==> config.mk <==
export PLATFORM = sky130hd
export DESIGN_NAME = pl_accessory_port
export DESIGN_NICKNAME = d
export VERILOG_FILES = /design/src/rtl/g15_accessory_pkg.sv /design/src/rtl/pl_strobe_edge.sv /design/src/rtl/pl_accessory_port.sv
export SDC_FILE = /design/constraint.sdc
export NUM_CORES = 1
export LEC_CHECK = 0
export ABC_AREA = 1
export BUFFER_PORTS_ARGS = -buffer_cell sky130_fd_sc_hd__buf_2
export CAP_MARGIN = 40
export CORE_ASPECT_RATIO = 0.6
export CORE_MARGIN = 5
export CORE_UTILIZATION = 61
export CTS_BUF_LIST = sky130_fd_sc_hd__clkbuf_8
export CTS_CLUSTER_DIAMETER = 100
export CTS_CLUSTER_SIZE = 30
export DETAILED_ROUTE_END_ITERATION = 7
export GPL_ROUTABILITY_DRIVEN = 0
export GPL_TIMING_DRIVEN = 1
export PLACE_DENSITY = 0.84
export REMOVE_ABC_BUFFERS = 1
export SLEW_MARGIN = 20
export SYNTH_ARGS = -nofsm -noshare
export SYNTH_HDL_FRONTEND = slang
export SYNTH_SLANG_ARGS = --single-unit
==> constraint.sdc <==
create_clock -name CLOCK -period 6.3 [get_ports CLOCK]
set_input_delay 0.315 -clock CLOCK [delete_from_list [all_inputs] [get_ports CLOCK]]
set_output_delay 0.315 -clock CLOCK [all_outputs]
set_load 0.005 [all_outputs]
==> src/rtl/g15_accessory_pkg.sv <==
// Shared word geometry and input-FSM state encoding for the PL19/PL20
// accessory responder.
package g15_accessory_pkg;

   localparam int WORD_BITS = 29;
   localparam int CNT_W     = 5;

   // Bit index of the last bit in a word, sized for the bit counters.
   localparam logic [CNT_W-1:0] LAST_BIT  = CNT_W'(WORD_BITS - 1);
   localparam logic [CNT_W-1:0] FULL_CNT  = CNT_W'(WORD_BITS);

   typedef enum logic [1:0] {
      I_IDLE,
      I_WAIT,
      I_SEND
   } in_state_t;

endpackage

==> src/rtl/pl_strobe_edge.sv <==
// Rising-edge detector for CPU strobes: one register per strobe, and the
// rise is the live level high while the registered copy is still low.
module pl_strobe_edge #(
   parameter int W = 1
) (
   input  logic         CLOCK,
   input  logic         rst,
   input  logic [W-1:0] strobe,
   output logic [W-1:0] rise
);

   logic [W-1:0] strobe_q;
   logic [W-1:0] strobe_d;

   always_comb begin
      strobe_d = strobe;
   end

   // NOTE: sequential state is updated with non-blocking assignments only, so
   // every flop samples the pre-edge values regardless of block ordering.
   always_ff @(posedge CLOCK or posedge rst) begin
      if (rst) begin
         strobe_q <= '0;
      end else begin
         strobe_q <= strobe_d;
      end
   end

   assign rise = strobe & ~strobe_q;

endmodule

==> src/rtl/pl_accessory_port.sv <==
// Accessory-side responder for the CPU PL19 (serial input) and PL20 (serial
// output) connectors, presenting word-wide valid/ready ports to the accessory.
module pl_accessory_port
   import g15_accessory_pkg::*;
(
   input  logic                 CLOCK,
   input  logic                 rst,
   input  logic                 PL19_START_INPUT,
   input  logic                 PL19_STOP_INPUT,
   input  logic                 PL19_SHIFT_CMD,
   input  logic                 PL19_SHIFT_CMD_M20,
   input  logic                 PL19_WRITE_PULSE,
   input  logic                 PL20_OUTPUT,
   input  logic                 PL20_OUTPUT_SHIFT,
   output logic                 PL19_INPUT,
   output logic                 PL19_READY_IN,
   output logic                 PL20_READY_OUT,
   input  logic [WORD_BITS-1:0] in_word,
   input  logic                 in_valid,
   output logic                 in_ready,
   output logic [WORD_BITS-1:0] out_word,
   output logic [CNT_W-1:0]     out_count,
   output logic                 out_valid,
   input  logic                 out_ready,
   output logic                 underrun,
   output logic                 overrun,
   input  logic                 err_clr
);

   logic start_rise;
   logic stop_rise;
   logic shift_rise;
   logic oshift_rise;
   logic wp_rise;

   pl_strobe_edge #(.W(1)) u_start_edge (
      .CLOCK  (CLOCK),
      .rst    (rst),
      .strobe (PL19_START_INPUT),
      .rise   (start_rise)
   );

   pl_strobe_edge #(.W(1)) u_stop_edge (
      .CLOCK  (CLOCK),
      .rst    (rst),
      .strobe (PL19_STOP_INPUT),
      .rise   (stop_rise)
   );

   // Both input strobes are merged before edge detection.
   pl_strobe_edge #(.W(1)) u_shift_edge (
      .CLOCK  (CLOCK),
      .rst    (rst),
      .strobe (PL19_SHIFT_CMD | PL19_SHIFT_CMD_M20),
      .rise   (shift_rise)
   );

   pl_strobe_edge #(.W(2)) u_out_edge (
      .CLOCK  (CLOCK),
      .rst    (rst),
      .strobe ({PL19_WRITE_PULSE, PL20_OUTPUT_SHIFT}),
      .rise   ({wp_rise, oshift_rise})
   );

   // ---------------- PL19 input path ----------------
   in_state_t                state_q,     state_d;
   logic [WORD_BITS-2:0]     shreg_q,     shreg_d;
   logic [CNT_W-1:0]         in_cnt_q,    in_cnt_d;
   logic                     pl19_input_q, pl19_input_d;
   logic                     pl19_ready_q, pl19_ready_d;
   logic                     underrun_q,  underrun_d;
   logic                     load;

   always_comb begin
      // NOTE: every combinational output gets a default first so no path
      // through the case statement can infer a latch.
      state_d      = state_q;
      shreg_d      = shreg_q;
      in_cnt_d     = in_cnt_q;
      pl19_input_d = pl19_input_q;
      pl19_ready_d = pl19_ready_q;
      underrun_d   = underrun_q;
      in_ready     = 1'b0;
      load         = 1'b0;

      case (state_q)
         I_IDLE: begin
            if (start_rise) begin
               state_d = I_WAIT;
            end
         end
         I_WAIT: begin
            in_ready = 1'b1;
            load     = in_valid;
         end
         I_SEND: begin
            if (shift_rise) begin
               if (in_cnt_q == LAST_BIT) begin
                  // Word exhausted: chain the next word without a gap if offered.
                  in_ready = 1'b1;
                  if (in_valid) begin
                     load = 1'b1;
                  end else begin
                     pl19_ready_d = 1'b0;
                     pl19_input_d = 1'b0;
                     state_d      = I_WAIT;
                  end
               end else begin
                  pl19_input_d = shreg_q[0];
                  shreg_d      = shreg_q >> 1;
                  in_cnt_d     = in_cnt_q + 1'b1;
               end
            end
         end
         default: begin
            state_d = I_IDLE;
         end
      endcase

      if (load) begin
         pl19_input_d = in_word[0];
         shreg_d      = in_word[WORD_BITS-1:1];
         in_cnt_d     = '0;
         pl19_ready_d = 1'b1;
         state_d      = I_SEND;
      end

      // STOP overrides everything, including a START or transfer in the same cycle.
      if (stop_rise) begin
         in_ready     = 1'b0;
         state_d      = I_IDLE;
         shreg_d      = '0;
         in_cnt_d     = '0;
         pl19_input_d = 1'b0;
         pl19_ready_d = 1'b0;
      end

      if (err_clr) begin
         underrun_d = 1'b0;
      end
      if (shift_rise && (state_q != I_SEND)) begin
         underrun_d = 1'b1;
      end
   end

   always_ff @(posedge CLOCK or posedge rst) begin
      if (rst) begin
         state_q      <= I_IDLE;
         shreg_q      <= '0;
         in_cnt_q     <= '0;
         pl19_input_q <= 1'b0;
         pl19_ready_q <= 1'b0;
         underrun_q   <= 1'b0;
      end else begin
         state_q      <= state_d;
         shreg_q      <= shreg_d;
         in_cnt_q     <= in_cnt_d;
         pl19_input_q <= pl19_input_d;
         pl19_ready_q <= pl19_ready_d;
         underrun_q   <= underrun_d;
      end
   end

   // ---------------- PL20 output path ----------------
   logic [WORD_BITS-1:0] asm_q,       asm_d;
   logic [CNT_W-1:0]     out_cnt_q,   out_cnt_d;
   logic [WORD_BITS-1:0] out_word_q,  out_word_d;
   logic [CNT_W-1:0]     out_count_q, out_count_d;
   logic                 out_valid_q, out_valid_d;
   logic                 overrun_q,   overrun_d;
   logic [WORD_BITS-1:0] asm_eff;
   logic [CNT_W-1:0]     cnt_eff;

   always_comb begin
      out_word_d  = out_word_q;
      out_count_d = out_count_q;
      out_valid_d = out_valid_q & ~out_ready;
      overrun_d   = overrun_q;
      asm_eff     = asm_q;
      cnt_eff     = out_cnt_q;

      if (err_clr) begin
         overrun_d = 1'b0;
      end

      // A bit landing together with WRITE_PULSE is stored before the commit.
      if (oshift_rise) begin
         if (out_valid_q) begin
            overrun_d = 1'b1;
         end else begin
            asm_eff[out_cnt_q] = PL20_OUTPUT;
            cnt_eff            = out_cnt_q + 1'b1;
         end
      end

      asm_d     = asm_eff;
      out_cnt_d = cnt_eff;

      if (!out_valid_q &&
          ((cnt_eff == FULL_CNT) || (wp_rise && (cnt_eff != '0)))) begin
         out_word_d  = asm_eff;
         out_count_d = cnt_eff;
         out_valid_d = 1'b1;
         asm_d       = '0;
         out_cnt_d   = '0;
      end
   end

   always_ff @(posedge CLOCK or posedge rst) begin
      if (rst) begin
         asm_q       <= '0;
         out_cnt_q   <= '0;
         out_word_q  <= '0;
         out_count_q <= '0;
         out_valid_q <= 1'b0;
         overrun_q   <= 1'b0;
      end else begin
         asm_q       <= asm_d;
         out_cnt_q   <= out_cnt_d;
         out_word_q  <= out_word_d;
         out_count_q <= out_count_d;
         out_valid_q <= out_valid_d;
         overrun_q   <= overrun_d;
      end
   end

   assign PL19_INPUT     = pl19_input_q;
   assign PL19_READY_IN  = pl19_ready_q;
   assign PL20_READY_OUT = ~out_valid_q;
   assign out_word       = out_word_q;
   assign out_count      = out_count_q;
   assign out_valid      = out_valid_q;
   assign underrun       = underrun_q;
   assign overrun        = overrun_q;

endmodule

; ---- Word level (Yosys, flattened, before mapping)
; Cells that the tools add are included.
[word_totals]
in_bits = 41
register_bits = 113
[classes]
muxes = 51
add_sub_neg = 2
n_reduce_logical = 16
n_bitwise = 12
eq_ne = 13
order_cmp = 2
[op_table]
columns = operator, count
row1 = $mux W28, 5
row2 = $mux W29, 3
row3 = $mux W5, 8
row4 = $bwmux W29, 1
row5 = $mux W1, 24
row6 = $ne A4 B4 Y1 const B, 5
row7 = $mux W2, 6
row8 = $add A5 B1 Y5 const B, 2
row9 = $eq A5 B5 Y1 const B, 2
row10 = $reduce_bool A3 Y1, 3
row11 = $lt A5 B6 Y1 const B, 1
row12 = $ne A3 B3 Y1 const B, 2
row13 = $pmux W2 S3, 1
row14 = $reduce_and A3 Y1, 2
row15 = $demux W1 S5, 1
row16 = $ge A5 B1 Y1 const B, 1
row17 = $not A1 Y1, 5
row18 = $reduce_and A5 Y1, 1
row19 = $reduce_bool A5 Y1, 1
row20 = $and A1 B1 Y1, 4
row21 = $logic_and A1 B1 Y1, 4
row22 = $pmux W1 S2, 2
row23 = $reduce_and A4 Y1, 1
row24 = $ne A3 B1 Y1 const B, 1
row25 = 10 further kinds, 10

; ---- Longest topological paths before layout
; Gate-level depths: netlist of the first run.
[logic_depth]
word_depth = 8
ltp_mapped = 14
mapped_depth_nobuf = 13

; ---- Cells and area by module
; Synthesis of the first run repeated with hierarchy kept, for this count alone.
[unflattened]
cells_unflattened = 669
area_unflattened_um2 = 5415.2
[by_module_without_submodules]
columns = module, cells_per_inst, n_inst, area_each_um2
row1 = pl_accessory_port, 650, 1, 5225.0
row2 = pl_strobe_edge (u_shift_edge ...), 4, 3, 38.8
row3 = pl_strobe_edge (u_out_edge), 7, 1, 73.8

; ---- Worst setup path before layout of the first run
; OpenSTA, ideal clock, no wires.
[synth_timing]
path_type = register to register
start = register out_cnt_q[0]
end = register asm_q[1]
stages_incl_launch_ff = 14
arrival_ps = 1670
period_less_slack_ps = 1796
n_path_buf = 1
setup_slack_ps = 4504
path_cell_list = dfrtp_1 > inv_1 > ha_1 > inv_1 > nand2_1 > nand2_1 > nand2_1 > nor2_1 > nand2_2 > nand2_2 > nand3_4 > inv_6 > buf_6 > nor2_1
[synth_between]
elab_chain_len = 8
[synth_lines]
columns = element, line_no
row1 = start: declaration, pl_accessory_port.sv:166  ; logic [CNT_W-1:0] out_cnt_q, out_cnt_d;
row2 = start signal: assignment, pl_accessory_port.sv:219  ; out_cnt_q <= out_cnt_d;
row3 = "$lt A5 B6 Y1 (not written as such), or another cell as far along", pl_accessory_port.sv:191  ; asm_eff[out_cnt_q] = PL20_OUTPUT;
row4 = $logic_and A1 B1 Y1 (not written as such) / $mux W5 (equally long branches), "pl_accessory_port.sv:191, pl_accessory_port.sv:188"
row5 = $mux W1 (not written as such) / $mux W5 (equally long branches), "pl_accessory_port.sv:191, pl_accessory_port.sv:187"
row6 = $demux W1 S5 / $reduce_bool A5 Y1 (equally long branches), "pl_accessory_port.sv:191, pl_accessory_port.sv:200"
row7 = $bwmux W29 / $logic_and A1 B1 Y1 (equally long branches), "pl_accessory_port.sv:191, pl_accessory_port.sv:200"
row8 = $mux W29 / $logic_or A1 B1 Y1 (equally long branches), "pl_accessory_port.sv:188, pl_accessory_port.sv:200"
row9 = $mux W29 / $logic_and A1 B1 Y1 (equally long branches), "pl_accessory_port.sv:187, pl_accessory_port.sv:199"
row10 = $mux W29 (*), pl_accessory_port.sv:199  ; if (!out_valid_q &&
row11 = via asm_d[1], pl_accessory_port.sv:165  ; logic [WORD_BITS-1:0] asm_q, asm_d;
row12 = end signal: assignment, pl_accessory_port.sv:218  ; asm_q <= asm_d;
row13 = end: declaration, pl_accessory_port.sv:165
; Mark *: on every way through the listed nets, which the timed path passes. The rest lies on a longest branch.
; A chain may end at the register's enable or synchronous reset.

; ---- Worst setup path in the final report of the first run
[layout_timing]
start = register in_cnt_q[0]
end = register shreg_q[1]
[layout_between]
elab_chain_len = 6
[layout_lines]
columns = element, line_no
row1 = start: declaration, pl_accessory_port.sv:68  ; logic [CNT_W-1:0] in_cnt_q, in_cnt_d;
row2 = start signal: assignment, pl_accessory_port.sv:157  ; in_cnt_q <= in_cnt_d;
row3 = $eq A5 B5 Y1 (*), pl_accessory_port.sv:98  ; if (in_cnt_q == LAST_BIT) begin
row4 = $mux W1, pl_accessory_port.sv:98
row5 = $mux W1, pl_accessory_port.sv:97  ; if (shift_rise) begin
row6 = $pmux W1 S2, pl_accessory_port.sv:86  ; case (state_q)
row7 = "$ne A3 B3 Y1 (no line), or another cell as far along", -
row8 = $reduce_and A3 Y1 (no line) / $mux W28 (equally long branches), -
row9 = end signal: assignment, pl_accessory_port.sv:156  ; shreg_q <= shreg_d;
row10 = end: declaration, pl_accessory_port.sv:67  ; logic [WORD_BITS-2:0] shreg_q, shreg_d;
; Mark *: on every way between the ends. The rest lies on a longest branch, timed or not.

==> flow_summary.yaml, run 1 <==
status:
  run_status: "complete, no violations"
setup_path:
  timing.rr.start: "in_cnt_q[0]$_DFFE_PP0P_"
  critical_path_arrival_ps: 3240
  timing.critical_path.fanout_max: 30
  rrSetupSlack_ps: 3380
  worst_setup_path_end_kind: "register"
  reg2reg_to: "shreg_q[1]$_DFFE_PP0P_"
  crit_start: "in_cnt_q[0]$_DFFE_PP0P_"
  worst-endpoint-required_ps: 6630
  timing.reg2reg.worst_path_depth: 14
  worst_setup_path_endpoint: "shreg_q[1]$_DFFE_PP0P_"
  critical_path_class: "reg2reg"
  setup.worst_path.start_class: "register"
power:
  worst_ir_drop_vdd_mv: 0.1722
  ratio_of_total_power_to_cell_area_nw_per_um2: 340.1
  power.static_leakage_uw: 0.003889
sta:
  setup_viol: 0
  rsz_0062_raised_after_global_routing: "no"
  postLayoutSetupSlackWorst_ps: 3384
  timing_hold_violations_final: 0
  slew-limit-headroom_pct: 44.66
  final-max-slew-violation-count: 0
  period_minus_slack_ps: 2916
  setup-tns-final_ps: 0
  achievable-frequency_mhz: 342.9
  clock_skew_ps: 9.560
  post-route-period-util_pct: 46.28
  tightest_slew_ps: 828.1
synth:
  synth-compound-area-share_pct: 8.121
  postSynthCellCount: 725
  simple_gate_share_of_the_synthesized_area_pct: 26.69
  synthesized_flop_and_latch_total: 113
  syn-mean-instance-area_um2: 7.778
  yosysTopAreaCellShare_pct: 50.14
  xor_xnor_share_of_the_synthesized_area_pct: 0.4659
  yosys-top-cells-area: "sky130_fd_sc_hd__dfrtp_1, sky130_fd_sc_hd__nand2_1, sky130_fd_sc_hd__inv_1"
  synthesis_warnings: 0
  yosys-mux-area-fraction_pct: 0.8875
  synth.distinct_cells: 27
  syn_area_um2: 5639
  synth-adder-area-share_pct: 2.219
  synth_sequential_area_ratio_pct: 50.14
  synth_top_family_by_area: "simple AND/OR/NAND/NOR gates"
  netlist.top_cell.by_area: "sky130_fd_sc_hd__dfrtp_1"
layout:
  layout.cells.most_common: "sky130_fd_sc_hd__nand2_1"
  final_nets: 859
  seqCellArea_um2: 2828
  area_used_by_multi_input_combinational_logic_um2: 2165
  post-route-cell-area_um2: 6544
  fraction_of_layout_cells_with_a_size_suffix_above_1_pct: 17.44
  layout.cells.most_common_list: "sky130_fd_sc_hd__nand2_1, sky130_fd_sc_hd__inv_1, sky130_fd_sc_hd__dfrtp_1, sky130_fd_sc_hd__nor2_1, sky130_fd_sc_hd__buf_2"
  finish.cell_count_without_fillers: 936
  final.fill_count: 711
  number_of_inserted_diodes: 0
  flow.area_growth_from_synthesis_pct: 16.04
  layout.core_utilization_pct: 72.01
global_routing:
  gr-usage-all-layers_pct: 23.96
  first_global_vias: 4802
  grt_start_max_net_pins: 50
  antenna_found_initial: 0
  global_route.overflow_total: 0
  grt_pass1_wl_um: 21940
routing:
  drt_first_pass_iters: 5
  wirelength_um: 12700
  wl_per_cell_um: 13.57
  dr_total_vias: 4818
  drc_violation_count_after_routing: 0
  route.detailed.vias_per_inst: 5.147
  antenna_left: 0
  detailed_route_iter0_violations: 331
die:
  dieHeight_um: 84.48
  row_count: 27
  floorplan.core_area_um2: 9087
  floorplan.io_pins: 82
  initial_utilization_pct: 62.05
  die_x_um: 134.1
  die_area_um2: 11330
clocking:
  cts_resized: 0
  numCtsBuffers: 17
  clk-insertion-delay-late_ps: 440
  post_cts_clock_slew_at_the_launch_and_capture_registers_of_the_worst_setup_and_hold_paths_ps: 70
  cts.htree.levels: 4
  cts.repair_timing.setup_buffer_count: 0
  cts_hold_buffers: 4
  cts.sink_count: 113
  cts_buffer_depth: 2
  cts_tree: "yes"
  cts.root.buffer_cell: "sky130_fd_sc_hd__clkbuf_8"
place:
  portBuffers: 81
  dp_hpwl_um: 8430
  placedInstanceArea_um2: 6050
  dp_cells: 899
  pre_cts_ws_ps: 3110
job:
  timing.max_cap.violations: 0
hold_path:
  hold_path_class: "in2reg"
-- cell type report --
class / count / area share, %
tap: 116 / 2.218
inverter: 123 / 7.208
multi-input combinational: 463 / 33.08
sequential: 113 / 43.21
clock inverter: 7 / 1.243
timing repair buffer: 90 / 7.992
clock buffer: 24 / 5.048
-- power by group --
part,internal [uW],switching (uW)
Combinational,193,344
Clock,418,282
Sequential,891,97.2
Total,1500,723
-- synthesized netlist by cell type, drive strengths merged --
| cell | n |
|---|---|
| a211o | 1 |
| a21oi | 3 |
| buf | 19 |
| clkbuf | 7 |
| dfrtp | 113 |
| ha | 10 |
| inv | 123 |
| mux2i | 5 |
| nand2 | 211 |
| nand3 | 49 |
| nand4 | 3 |
| nor2 | 95 |
| o211ai | 2 |
| o21ai | 79 |
| o22ai | 2 |
| xor2 | 3 |
-- layer usage --
layer / global-route usage [%] / wire (um) / vias to the layer above
met5: 0 / 0 / -
met4: 8.410 / 223 / 0
met3: 5.689 / 786 / 26
met2: 38.39 / 5872 / 153
met1: 32.37 / 5820 / 2263
li1: - / - / 2376
-- sequential cells by signal, summed over array words and instances (netlist names), 2 cells and up --
register / cells
asm_q: 29
in_cnt_q: 5
out_cnt_q: 5
out_count: 5
out_word: 29
shreg_q: 28
state_q: 2
u_out_edge.strobe_q: 2
-- stage by stage --
stage | total power, uW | hold WS [ps]
finish | 2225 | 47.14
global route | 2360 | 40.63
CTS | 2224 | 32.32
detailed placement | 1516 | 355.8
global placement | 1482 | 342.3
floorplan | 1328 | 346.4
-- worst max-delay path: stages, from the launching register on --
cell and delay, ps:
sky130_fd_sc_hd__dfrtp_1 400, sky130_fd_sc_hd__inv_1 100, sky130_fd_sc_hd__ha_1 150, sky130_fd_sc_hd__nand2_1 60
sky130_fd_sc_hd__nor2_2 200, sky130_fd_sc_hd__nand3_1 160, sky130_fd_sc_hd__nand2_1 120, sky130_fd_sc_hd__nand3_1 150
sky130_fd_sc_hd__nand2_1 210, sky130_fd_sc_hd__buf_8 210, sky130_fd_sc_hd__inv_2 80, sky130_fd_sc_hd__nand2_1 610
sky130_fd_sc_hd__inv_1 190, sky130_fd_sc_hd__nand2_1 110, sky130_fd_sc_hd__nand2_1 50
-- worst min path at each step --
stage                            from  slack [ps]  cells after the start                               end
floorplan           PL20_OUTPUT_SHIFT         350                      0  u_out_edge.strobe_q[0]$_DFF_PP0_
global route                out_ready          40                      2               out_valid$_DFF_PP0_
CTS                         out_ready          30                      2               out_valid$_DFF_PP0_
global placement                  rst         340                      2           shreg_q[16]$_DFFE_PP0P_
finish                      out_ready          50                      2               out_valid$_DFF_PP0_
detailed placement                rst         360                      2           shreg_q[16]$_DFFE_PP0P_
-- kinds of logic after synthesis --
kind of cell,count (synthesis)
buffers and inverters,149
DFF,113
muxes,5
adders and majority gates,10
and+or+nand+nor,358
xor gates and xnor gates,3
AOI/OAI and AO/OA,87
Note: power is estimated with default switching activity, not from simulation.
==> inputs of run 2 (changes only) <==
--- a/config.mk
+++ b/config.mk
@@ -5,19 +5,19 @@
 export SDC_FILE = /design/constraint.sdc
 export NUM_CORES = 1
 export LEC_CHECK = 0
-export ABC_AREA = 1
+export ABC_AREA = 0
 export BUFFER_PORTS_ARGS = -buffer_cell sky130_fd_sc_hd__buf_2
 export CAP_MARGIN = 40
 export CORE_ASPECT_RATIO = 0.6
 export CORE_MARGIN = 5
-export CORE_UTILIZATION = 61
+export CORE_UTILIZATION = 59
 export CTS_BUF_LIST = sky130_fd_sc_hd__clkbuf_8
 export CTS_CLUSTER_DIAMETER = 100
 export CTS_CLUSTER_SIZE = 30
 export DETAILED_ROUTE_END_ITERATION = 7
 export GPL_ROUTABILITY_DRIVEN = 0
 export GPL_TIMING_DRIVEN = 1
-export PLACE_DENSITY = 0.84
+export PLACE_DENSITY = 0.83
 export REMOVE_ABC_BUFFERS = 1
 export SLEW_MARGIN = 20
 export SYNTH_ARGS = -nofsm -noshare
==> constraint.sdc (replaced) <==
create_clock -name CLOCK -period 2.7 [get_ports CLOCK]
set_input_delay 0.135 -clock CLOCK [delete_from_list [all_inputs] [get_ports CLOCK]]
set_output_delay 0.135 -clock CLOCK [all_outputs]
set_load 0.005 [all_outputs]
==> flow_summary.yaml, run 2 <==
place:
  pre_cts_ws_ps: -60.35
  placedInstanceArea_um2: 5792
  dp_cells: 671
  dp_hpwl_um: 7604
  portBuffers: 81
setup_path:
  critical_path_class: "reg2reg"
  worst_setup_path_end_kind: "register"
  timing.critical_path.fanout_max: 17
  critical_path_arrival_ps: 2950
  setup.worst_path.start_class: "register"
  crit_path_max_incr_delay_ps: 420
  crit_path_top_delay_cell: "sky130_fd_sc_hd__o31ai_4"
  worst-endpoint-required_ps: 3060
  timing.critical_path.cells: "inv_2, ha_1, nor4b_4, and4bb_1, nor3_2, o31ai_4, buf_4, buf_8, mux2i_2"
synth:
  synthesized_flop_and_latch_total: 113
  share_of_async_settable_or_async_resettable_flops_after_synthesis_pct: 100.0
  synth-edff-count: 0
  syn-mean-instance-area_um2: 10.63
  yosys-top-cells-count: "sky130_fd_sc_hd__dfrtp_1, sky130_fd_sc_hd__mux2i_1, sky130_fd_sc_hd__nor2_1"
  netlist.top_cell.by_area: "sky130_fd_sc_hd__dfrtp_1"
  synth_sequential_area_ratio_pct: 54.05
  postSynthCellCount: 492
  synthMostInstantiatedCell: "sky130_fd_sc_hd__dfrtp_1"
  synthesis_warnings: 0
  syn_area_um2: 5231
  synth_top_flop_cell: "sky130_fd_sc_hd__dfrtp_1"
  yosys-top-cells-area: "sky130_fd_sc_hd__dfrtp_1, sky130_fd_sc_hd__mux2i_1, sky130_fd_sc_hd__a2bb2oi_1"
  yosysTopAreaCellShare_pct: 54.05
  synth.distinct_cells: 54
clocking:
  cts_tree: "yes"
  cts.sink_count: 113
  numCtsBuffers: 17
  cts.root.buffer_cell: "sky130_fd_sc_hd__clkbuf_8"
  cts.htree.levels: 4
  clk-insertion-delay-late_ps: 440
  post_cts_clock_slew_at_the_launch_and_capture_registers_of_the_worst_setup_and_hold_paths_ps: 70
  cts_buffer_depth: 2
status:
  run_status: "complete, no violations"
hold_path:
  hold_path_class: "in2reg"
layout:
  final_nets: 680
  flow.area_growth_from_synthesis_pct: 28.73
  post-route-cell-area_um2: 6734
  number_of_inserted_diodes: 0
  layout.core_utilization_pct: 78.41
  layout.cells.most_common: "sky130_fd_sc_hd__dfrtp_1"
  finish.cell_count_without_fillers: 753
  layout.cells.most_common_list: "sky130_fd_sc_hd__dfrtp_1, sky130_fd_sc_hd__buf_2, sky130_fd_sc_hd__mux2i_1, sky130_fd_sc_hd__nor2_1, sky130_fd_sc_hd__nand2_1"
  fraction_of_layout_cells_with_a_size_suffix_above_1_pct: 24.34
  final.fill_count: 557
routing:
  dr_total_vias: 4118
  route.detailed.vias_per_inst: 5.469
  drc_violation_count_after_routing: 0
  drt_first_pass_iters: 4
  wirelength_um: 12500
  detailed_route_iter0_violations: 339
  antenna_left: 0
  wl_per_cell_um: 16.60
die:
  die_area_um2: 10910
  die_x_um: 131.6
  row_count: 26
  dieHeight_um: 82.94
  floorplan.io_pins: 82
  initial_utilization_pct: 60.91
  floorplan.core_area_um2: 8588
global_routing:
  global_route.overflow_total: 0
  first_global_vias: 4113
  grt_start_max_net_pins: 63
  grt_pass1_wl_um: 20500
  antenna_found_initial: 0
  gr-usage-all-layers_pct: 23.03
sta:
  post-route-period-util_pct: 96.07
  tightest_slew_ps: 669.4
  setup_viol: 0
  timing_hold_violations_final: 0
  slew-limit-headroom_pct: 55.37
  postLayoutSetupSlackWorst_ps: 106.0
  final-max-slew-violation-count: 0
  period_minus_slack_ps: 2594
  achievable-frequency_mhz: 385.5
  clock_skew_ps: 11.40
power:
  ratio_of_total_power_to_cell_area_nw_per_um2: 818.8
  power.static_leakage_uw: 0.003240
  post-layout-total-power_uw: 5514
  worst_ir_drop_vdd_mv: 0.3983
job:
  timing.max_cap.violations: 0
## run 2: cell types whose count changed after synthesis, sizes merged, moves of 4 or more
cell / delta
nand2: -167
inv: -80
mux2i: +55
o21ai: -45
nor2: -41
nand3: -39
a2bb2oi: +28
clkbuf: +9
nor3: +9
buf: -7
nand3b: +4
nor2b: +4
xnor2: +4
## run 2: final cells by class
type | instances | area [um2] | area share (%)
Sequential cell | 113 | 2830 | 42.03
Multi-Input combinational cell | 308 | 2128 | 31.61
Timing Repair Buffer | 146 | 1049 | 15.57
Clock buffer | 21 | 289.0 | 4.292
Inverter | 43 | 163.9 | 2.434
Tap cell | 112 | 140.1 | 2.081
Clock inverter | 10 | 133.9 | 1.988
## run 2: logic make-up after synthesis
| kind of cell | count (synthesis) | share of synthesized area (%) |
|---|---|---|
| simple gates | 143 | 12.99 |
| flops | 113 | 54.05 |
| compound gates | 83 | 11.19 |
| buf+inv | 71 | 5.668 |
| mux | 63 | 12.20 |
| fa+ha+maj | 10 | 2.392 |
| xor+xnor | 9 | 1.507 |
## run 2: per-stage QoR
stage          TNS, ps  hold slack (ps)
3_3_place_gp         0            257.3
5_1_grt         -121.3            65.68
6_report             0            59.95
3_5_place_dp    -387.9            264.1
4_1_cts              0            31.64
2_1_floorplan  -117870            166.4
## run 2: path summary, 6_finish.rpt
path / startpoint / endpoint / slack [ps] / cells past startpoint
max: out_cnt_q[0]$_DFF_PP0_ / out_word[12]$_DFFE_PP0P_ / 110 / 9
min: in_word[0] / PL19_INPUT$_DFFE_PP0P_ / 60 / 3
max reg2reg: out_cnt_q[0]$_DFF_PP0_ / out_word[12]$_DFFE_PP0P_ / 110 / 9
min reg2reg: out_count[2]$_DFFE_PP0P_ / out_count[2]$_DFFE_PP0P_ / 510 / 1
max in group asynchronous: rst / out_cnt_q[1]$_DFF_PP0_ / 1580 / 4
min in group asynchronous: rst / shreg_q[5]$_DFFE_PP0P_ / 370 / 3
## run 2: worst max-delay path, delay by kind of cell (launching register included)
| family | cells | cell delay, ps |
|---|---|---|
| and+or+nand+nor | 3 | 630 |
| buffers and inverters | 3 | 440 |
| muxes | 1 | 240 |
| DFF | 1 | 410 |
| adders and majority gates | 1 | 350 |
| AOI/OAI and AO/OA | 1 | 420 |
## run 2: power breakdown
group	switching [uW]	internal, uW	leakage, uW
combinational	801	768	0.00153
clock	688	1000	0.000219
sequential	227	2030	0.00149
total	1720	3800	0.00324
## run 2: repair_timing
item | in CTS | in global routing
endpoints found under the hold margin | 87 | 0
pin swaps | 0 | 1
buffers inserted | 0 | 13
gates resized for setup | 1 | 7
cloned | 0 | 1
endpoints found under the setup margin | 15 | 41
hold buffers | 37 | 0
## run 2: layer usage
metal  up-vias  track usage, %  share of wire (%)
li1       1952               -                  -
met1      2010           32.27                 46
met2       138           34.67                 47
met3        18           6.643                5.7
met4         0           7.843                1.4
met5         -               0                  0
